`src/rtl/core_seq_if.sv`:
```
// Control/handshake bundle between the multi-cycle sequencer and the core datapath.
// The master side is the sequencer; the slave side is the datapath/memory model.
interface core_seq_if #(
    parameter int CNT_W = 32
);
    logic             imem_req;
    logic             imem_ack;
    logic             ir_we;
    logic             dec_j;
    logic             dec_br;
    logic             dec_ld;
    logic             dec_st;
    logic             dec_alu_we;
    logic             br_taken;
    logic             dmem_req;
    logic             dmem_we;
    logic             dmem_ack;
    logic             rf_we;
    logic [1:0]       wb_sel;
    logic             pc_we;
    logic             pc_sel;
    logic             halt;
    logic             fault;
    logic [CNT_W-1:0] instret;
    logic [2:0]       state;

    modport master (
        output imem_req, ir_we, dmem_req, dmem_we, rf_we, wb_sel,
               pc_we, pc_sel, fault, instret, state,
        input  imem_ack, dec_j, dec_br, dec_ld, dec_st, dec_alu_we,
               br_taken, dmem_ack, halt
    );

    modport slave (
        input  imem_req, ir_we, dmem_req, dmem_we, rf_we, wb_sel,
               pc_we, pc_sel, fault, instret, state,
        output imem_ack, dec_j, dec_br, dec_ld, dec_st, dec_alu_we,
               br_taken, dmem_ack, halt
    );
endinterface

```
`src/rtl/core_seq.sv`:
```
// Multi-cycle FETCH/DECODE/EXEC/MEM/WB control sequencer with memory-timeout
// fault, halt at instruction boundary and a retired-instruction counter.
module core_seq #(
    parameter int MEM_TIMEOUT = 15,
    parameter int CNT_W       = 32
) (
    input  logic       clk,
    input  logic       rst_n,
    core_seq_if.master bus
);
    localparam int  WAIT_W     = (MEM_TIMEOUT > 1) ? $clog2(MEM_TIMEOUT + 1) : 1;
    localparam bit  TIMEOUT_EN = (MEM_TIMEOUT != 0);

    typedef enum logic [2:0] {
        S_FETCH  = 3'd0,
        S_DECODE = 3'd1,
        S_EXEC   = 3'd2,
        S_MEM    = 3'd3,
        S_WB     = 3'd4,
        S_HALTED = 3'd5,
        S_FAULT  = 3'd6
    } state_e;

    state_e            state_q, state_d;
    logic [WAIT_W-1:0] wait_q, wait_d;
    logic [CNT_W-1:0]  instret_q, instret_d;

    logic mem_req;
    logic mem_ack;
    logic timeout_hit;

    assign mem_req     = (state_q == S_FETCH) || (state_q == S_MEM);
    assign mem_ack     = (state_q == S_FETCH) ? bus.imem_ack : bus.dmem_ack;
    // wait_q counts earlier unacked cycles, so it equals MEM_TIMEOUT-1 in the last allowed cycle
    assign timeout_hit = TIMEOUT_EN && (wait_q == WAIT_W'(MEM_TIMEOUT - 1));

    always_ff @(posedge clk) begin
        if (!rst_n) begin
            state_q   <= S_FETCH;
            wait_q    <= '0;
            instret_q <= '0;
        end else begin
            state_q   <= state_d;
            wait_q    <= wait_d;
            instret_q <= instret_d;
        end
    end

    always_comb begin
        state_d = state_q;
        case (state_q)
            S_FETCH: begin
                if (bus.imem_ack)  state_d = S_DECODE;
                else if (timeout_hit) state_d = S_FAULT;
            end
            S_DECODE: state_d = S_EXEC;
            S_EXEC:   state_d = (bus.dec_ld || bus.dec_st) ? S_MEM : S_WB;
            S_MEM: begin
                if (bus.dmem_ack)  state_d = S_WB;
                else if (timeout_hit) state_d = S_FAULT;
            end
            S_WB:     state_d = bus.halt ? S_HALTED : S_FETCH;
            S_HALTED: state_d = bus.halt ? S_HALTED : S_FETCH;
            S_FAULT:  state_d = S_FAULT;
            default:  state_d = S_FETCH;
        endcase

        // Any state change restarts the count, which covers entry into FETCH and MEM
        wait_d = wait_q;
        if (state_d != state_q)
            wait_d = '0;
        else if (TIMEOUT_EN && mem_req && !mem_ack)
            wait_d = wait_q + WAIT_W'(1);

        instret_d = (state_q == S_WB) ? instret_q + CNT_W'(1) : instret_q;
    end

    always_comb begin
        bus.imem_req = 1'b0;
        bus.ir_we    = 1'b0;
        bus.dmem_req = 1'b0;
        bus.dmem_we  = 1'b0;
        bus.rf_we    = 1'b0;
        bus.wb_sel   = 2'd0;
        bus.pc_we    = 1'b0;
        bus.pc_sel   = 1'b0;
        bus.fault    = 1'b0;
        case (state_q)
            S_FETCH: begin
                bus.imem_req = 1'b1;
                bus.ir_we    = bus.imem_ack;
            end
            S_MEM: begin
                bus.dmem_req = 1'b1;
                bus.dmem_we  = bus.dec_st;
            end
            S_WB: begin
                bus.pc_we  = 1'b1;
                bus.pc_sel = bus.dec_j || (bus.dec_br && bus.br_taken);
                bus.rf_we  = bus.dec_alu_we || bus.dec_ld || bus.dec_j;
                if (bus.dec_j)       bus.wb_sel = 2'd2;
                else if (bus.dec_ld) bus.wb_sel = 2'd1;
            end
            S_FAULT: bus.fault = 1'b1;
            default: ;
        endcase
    end

    assign bus.instret = instret_q;
    assign bus.state   = state_q;
endmodule

```
`src/flat_wrapper.sv`:
```
// flat-port wrapper written by rule: the top's interface ports become plain ports
module core_seq_flat 
#(
    parameter int MEM_TIMEOUT = 15,
    parameter int CNT_W       = 32
)
  (clk, rst_n, bus_imem_req, bus_ir_we, bus_dmem_req, bus_dmem_we, bus_rf_we, bus_wb_sel, bus_pc_we, bus_pc_sel, bus_fault, bus_instret, bus_state, bus_imem_ack, bus_dec_j, bus_dec_br, bus_dec_ld, bus_dec_st, bus_dec_alu_we, bus_br_taken, bus_dmem_ack, bus_halt);
  core_seq_if #(.CNT_W(CNT_W)) bus_i ();
  input  logic clk;
  input  logic rst_n;
  output wire logic [$bits(bus_i.imem_req)-1:0] bus_imem_req;
  output wire logic [$bits(bus_i.ir_we)-1:0] bus_ir_we;
  output wire logic [$bits(bus_i.dmem_req)-1:0] bus_dmem_req;
  output wire logic [$bits(bus_i.dmem_we)-1:0] bus_dmem_we;
  output wire logic [$bits(bus_i.rf_we)-1:0] bus_rf_we;
  output wire logic [$bits(bus_i.wb_sel)-1:0] bus_wb_sel;
  output wire logic [$bits(bus_i.pc_we)-1:0] bus_pc_we;
  output wire logic [$bits(bus_i.pc_sel)-1:0] bus_pc_sel;
  output wire logic [$bits(bus_i.fault)-1:0] bus_fault;
  output wire logic [$bits(bus_i.instret)-1:0] bus_instret;
  output wire logic [$bits(bus_i.state)-1:0] bus_state;
  input wire logic [$bits(bus_i.imem_ack)-1:0] bus_imem_ack;
  input wire logic [$bits(bus_i.dec_j)-1:0] bus_dec_j;
  input wire logic [$bits(bus_i.dec_br)-1:0] bus_dec_br;
  input wire logic [$bits(bus_i.dec_ld)-1:0] bus_dec_ld;
  input wire logic [$bits(bus_i.dec_st)-1:0] bus_dec_st;
  input wire logic [$bits(bus_i.dec_alu_we)-1:0] bus_dec_alu_we;
  input wire logic [$bits(bus_i.br_taken)-1:0] bus_br_taken;
  input wire logic [$bits(bus_i.dmem_ack)-1:0] bus_dmem_ack;
  input wire logic [$bits(bus_i.halt)-1:0] bus_halt;
  assign bus_imem_req = bus_i.imem_req;
  assign bus_ir_we = bus_i.ir_we;
  assign bus_dmem_req = bus_i.dmem_req;
  assign bus_dmem_we = bus_i.dmem_we;
  assign bus_rf_we = bus_i.rf_we;
  assign bus_wb_sel = bus_i.wb_sel;
  assign bus_pc_we = bus_i.pc_we;
  assign bus_pc_sel = bus_i.pc_sel;
  assign bus_fault = bus_i.fault;
  assign bus_instret = bus_i.instret;
  assign bus_state = bus_i.state;
  assign bus_i.imem_ack = bus_imem_ack;
  assign bus_i.dec_j = bus_dec_j;
  assign bus_i.dec_br = bus_dec_br;
  assign bus_i.dec_ld = bus_dec_ld;
  assign bus_i.dec_st = bus_dec_st;
  assign bus_i.dec_alu_we = bus_dec_alu_we;
  assign bus_i.br_taken = bus_br_taken;
  assign bus_i.dmem_ack = bus_dmem_ack;
  assign bus_i.halt = bus_halt;
  core_seq #(.MEM_TIMEOUT(MEM_TIMEOUT), .CNT_W(CNT_W)) u_core (.clk(clk), .rst_n(rst_n), .bus(bus_i));
endmodule
```
`config.mk`:
```
export PLATFORM = sky130hd
export DESIGN_NAME = core_seq_flat
export DESIGN_NICKNAME = d
export VERILOG_FILES = /design/src/rtl/core_seq_if.sv /design/src/rtl/core_seq.sv /design/src/flat_wrapper.sv
export SDC_FILE = /design/constraint.sdc
export NUM_CORES = 1
export LEC_CHECK = 0
export BUFFER_PORTS_ARGS = -buffer_cell sky130_fd_sc_hd__buf_2
export CAP_MARGIN = 20
export CORE_MARGIN = 2
export CORE_UTILIZATION = 48
export DETAILED_ROUTE_END_ITERATION = 10
export PLACE_DENSITY = 0.79
export SLEW_MARGIN = 20
export SYNTH_ARGS = -nofsm -noshare
export SYNTH_HDL_FRONTEND = slang
export SYNTH_SLANG_ARGS = --single-unit
```
`constraint.sdc`:
```
create_clock -name clk -period 3.27 [get_ports clk]
set_input_delay 0.654 -clock clk [delete_from_list [all_inputs] [get_ports clk]]
set_output_delay 0.654 -clock clk [all_outputs]
set_load 0.01 [all_outputs]
```
; ---- Word-level counts from Yosys, hierarchy flattened
; Index checks and enable logic that the tools add are counted.
[op_classes]
n_addsub = 2
multipliers = 0
div = 0
order_cmp = 0
n_eq_ne = 8
shift = 0
muxes = 18
bitwise = 1
reduce_logical = 11
[ops]
columns = op, count
row1 = "adder 32 x 1 -> 32 bit, second input constant", 1
row2 = one-hot mux 3 bit (6 select lines), 1
row3 = 2-to-1 mux 3 bit, 5
row4 = 2-to-1 mux 1 bit, 10
row5 = "equality test 3 bit, second input constant", 3
row6 = "equality test 3 x 2 -> 1 bit, second input constant", 2
row7 = logical OR 1 bit, 5
row8 = "adder 4 x 1 -> 4 bit, second input constant", 1
row9 = "equality test 4 bit, second input constant", 1
row10 = 2-to-1 mux 2 bit, 2
row11 = OR reduction 2 bit, 2
row12 = "equality test 3 x 1 -> 1 bit, second input constant", 1
row13 = logical NOT 3 bit, 1
row14 = inequality test 3 bit, 1
row15 = logical AND 1 bit, 2
row16 = logical NOT 1 bit, 1
row17 = inverter 1 bit, 1
[word_totals]
regBits = 39
latchBits = 0
ram_bits = 0
mem_bits_ro = 0
mem_count = 0

; ---- Longest topological paths before layout
[logic_depth]
ltp_word = 6
depth_mapped = 6
depth_no_buf = 6

; ---- Worst setup path after synthesis
; OpenSTA, ideal clock, no wires.
[synth_path]
path_kind = flip-flop to output port
from = register u_core.state_q[2] (netlist: u_core.bus.state[2])
to = output bus_wb_sel[0]
arrival_ns = 1.407
setup_slack_ns = 1.209
stages_incl_launch_ff = 4
path_buffers = 1
cell_sequence = dfxtp_1 -> buf_2 -> or3b_2 -> nor3b_1
[synth_between]
elab_chain_len = 2
[synth_lines]
columns = item, line
row1 = from (decl), core_seq.sv:24  ; state_e state_q, state_d;
row2 = from (signal assigned), core_seq.sv:43  ; state_q <= state_d;
row3 = equality test 3 bit, core_seq.sv:88  ; case (state_q)
row4 = 2-to-1 mux 2 bit, core_seq.sv:88
row5 = to (decl), flat_wrapper.sv:16  ; output wire logic [$bits(bus_i.wb_sel)-1:0] bus_wb_sel;
; No other way between the ends.

; ---- Worst setup path in the final report
[layout_path]
from = register u_core.state_q[2] (netlist: u_core.bus.state[2])
to = output bus_wb_sel[1]
; The elaborated chain is that of the path after synthesis.

==> metrics.yaml <==
drt:
  drt-pass1-iter-count: 4
  num_vias: 2069
  drc_errors: 0
  totalWireLength_um: 4630
  drtIter0Drc: 118
  vias_per_cell: 5.93
  wl_per_cell_um: 13.3
  antenna_left: 0
worst_setup_path:
  crit_start: "u_core.bus.state[2]"
  critPathMaxStageDelay_ns: 0.71
  rr_endpoint: "u_core.bus.instret[18]"
  r2r-start: "u_core.bus.state[2]"
  rrSetupSlack_ns: 0.98
  path_depth: 4
  arrival_ns: 1.94
  crit_buf_inv: 2
  critPathCapture: "bus_wb_sel[1]"
  required_ns: 2.62
  reg2reg_depth: 4
  critical_path_class: "reg2out"
  setup.worst_path.start_class: "flop"
  cp_cell_sequence: "or3b_2 > inv_2 > and2_1 > buf_2"
  cp_max_fo: 22
  cpLargestDelayFamily: "flip-flops"
  cp-end-kind: "primary output"
  slowest_stage: "dfxtp_1"
clocking:
  h-tree-depth: 2
  clkTransAtPathRegs_ns: 0.08
  postCtsSetupBuffers: 0
  cts_tree: "done"
  numCtsBuffers: 5
  cts_root_buf: "clkbuf_8"
  clock_latency_ns: 0.30
  clock-sinks: 39
  post_cts_resized: 0
  cts_buffer_depth: 2
  cts_hold_buf: 0
sta:
  slew_headroom_pct: 57.2
  fin_crit_sh_pct: 79.2
  tns_ns: 0
  setup_violations: 0
  hold_violations: 0
  skew_ns: 0.00595
  holdWs_ns: 0.483
  rsz0062_at_grt: "no"
  maxSlewViolCount: 0
  post-route-min-period_ns: 2.59
  tightest_slew_ns: 0.633
  fmax_mhz: 386
run:
  drv_cap: 0
worst_hold_path:
  hold_class: "reg2reg"
  holdCritStartpoint: "u_core.bus.instret[31]"
cells_and_area:
  antenna_cells: 0
  multi_input_area_mm2: 0.00120
  regArea_um2: 781
  num-fill-cells: 389
  drive_above_1_share_pct: 23.7
  num-nets-final: 312
  area_growth_pct: 18.0
yosys:
  synth_ff_type: "dfxtp_1"
  synth_cell_types: 47
  ys_seq_elements: 39
  postSynthCellCount: 247
  synth_seq_area_share_pct: 37.7
  ys_warn_count: 0
  synth-edff-count: 0
  synthArstFlopShare_pct: 0
  synth_top_area_share_pct: 37.7
  syn_avg_cell_area_um2: 8.38
  syn_area_mm2: 0.00207
  syn-num-nets: 261
  netlist_top_cells_area: "dfxtp_1, a21oi_1, o31ai_1, or4_1, xor2_1"
  yosysTopAreaCell: "dfxtp_1"
die:
  rows: 23
  core_area_mm2: 0.00409
  dieArea_mm2: 0.00485
  die_h_um: 69.7
  die_w_um: 69.7
  start_util_pct: 50.6
  io_pins: 56
global_route:
  grt_pass1_wl_um: 7890
  grt_pass1_vias: 1790
  grt_overflow_total: 0
  antenna_found_initial: 0
  grt_max_degree: 24
  grt_usage_pct: 19.6
placement:
  port_buffers: 55
  gp_congestion: 0.863
  place_hpwl_um: 3210
power:
  p_per_area_mw_per_mm2: 383
  p_leak_nw: 0.976
  ir_worst_vdd_uv: 264
run_status:
  status: "complete, no violations"
layout make-up:
cell class / count / area share [%]
repair buffers: 56 / 11.6
inverters: 8 / 1.23
clock buffers: 6 / 2.97
flip-flops and latches: 39 / 32.0
clock inverters: 2 / 0.512
multi-input cells: 188 / 49.2
well taps: 50 / 2.56
layer usage:
layer / vias to the layer above / share of wire (%) / GRT usage [%]
met2: 55 / 46 / 33.1
met4: 0 / 1.0 / 5.77
met3: 4 / 6.0 / 6.25
met5: - / 0 / 0
li1: 1031 / - / -
met1: 979 / 47 / 23.9
worst min-delay path, delay by kind of cell (launching register included):
kind           cells  cell delay (ns)
AO/OA/AOI/OAI      2             0.11
flip-flops         1             0.32
Yosys cell counts (2+ instances only):
cell and number:
o21ai_0 12, ha_1 3, nand4_1 9, xor2_1 8, nand3_1 10, clkbuf_1 9, nor2_1 18, nor3_1 7
o31ai_1 12, nand2b_1 2, o21a_1 3, dfxtp_1 39, or4_1 11, nor2b_1 2, o2111ai_1 2, and4_1 6
and3_1 5, nor4_1 2, or3_1 9, a21oi_1 29, nand2_1 11, inv_1 6, xnor2_1 5, or3b_2 2
and2_1 3
metrics by stage:
step                      worst slack [ns]  std cells  util (%)  power (mW)  instance area (µm²)
final                                0.680        349      59.8       0.936                 2440
after global routing                 0.494        349      59.8       0.979                 2440
after CTS                            0.686        349      59.8       0.939                 2440
after detailed placement              1.01        341      57.7       0.625                 2360
after global placement                1.02        341      57.7       0.624                 2360
after floorplan                       1.21        247         -       0.592                 2070
report_power, final:
| group | internal (mW) | switching (mW) |
|---|---|---|
| Clock | 0.149 | 0.172 |
| Combinational | 0.0508 | 0.0564 |
| Sequential | 0.483 | 0.0249 |
cell families after synthesis:
logic type,count (synthesis),synth area share [%]
muxes,1,0.484
and+or+nand+nor,106,31.2
buffers and inverters,20,4.23
DFF,39,37.7
AOI/OAI and AO/OA,65,19.0
xor gates and xnor gates,13,5.50
adders and majority gates,3,1.81
layout by cell type, fill, tap and decap left out, types with 2 or more instances in the layout:
| cell | Yosys | layout |
|---|---|---|
| o31ai_1 | 12 | 12 |
| nor4_1 | 2 | 2 |
| and2_1 | 3 | 3 |
| o21a_1 | 3 | 3 |
| or4_1 | 11 | 11 |
| or3b_2 | 2 | 2 |
| o2111ai_1 | 2 | 2 |
| a21oi_1 | 29 | 29 |
| nand4_1 | 9 | 9 |
| nand2_1 | 11 | 11 |
| buf_2 | 1 | 55 |
| nor2_1 | 18 | 18 |
| clkbuf_8 | 0 | 5 |
| o21ai_0 | 12 | 12 |
| nor2b_1 | 2 | 2 |
| nor3_1 | 7 | 7 |
| and3_1 | 5 | 5 |
| xor2_1 | 8 | 8 |
| nand2b_1 | 2 | 2 |
| and4_1 | 6 | 6 |
| nand3_1 | 10 | 10 |
| dfxtp_1 | 39 | 39 |
| or3_1 | 9 | 9 |
| xnor2_1 | 5 | 5 |
| inv_1 | 6 | 6 |
| ha_1 | 3 | 3 |
registers in the layout (all words and copies together) (netlist names):
| register | flops |
|---|---|
| u_core.bus.instret | 32 |
| u_core.bus.state | 3 |
| u_core.wait_q | 4 |
worst min path at each step:
stage | to | slack (ns) | cells after the start
floorplan | u_core.bus.instret[22] | 0.49 | 2
global placement | u_core.bus.instret[31] | 0.47 | 2
detailed placement | u_core.bus.instret[31] | 0.47 | 2
CTS | u_core.bus.instret[31] | 0.49 | 2
global route | u_core.bus.instret[31] | 0.51 | 2
finish | u_core.bus.instret[31] | 0.48 | 2
(Power assumes the default switching activity.)
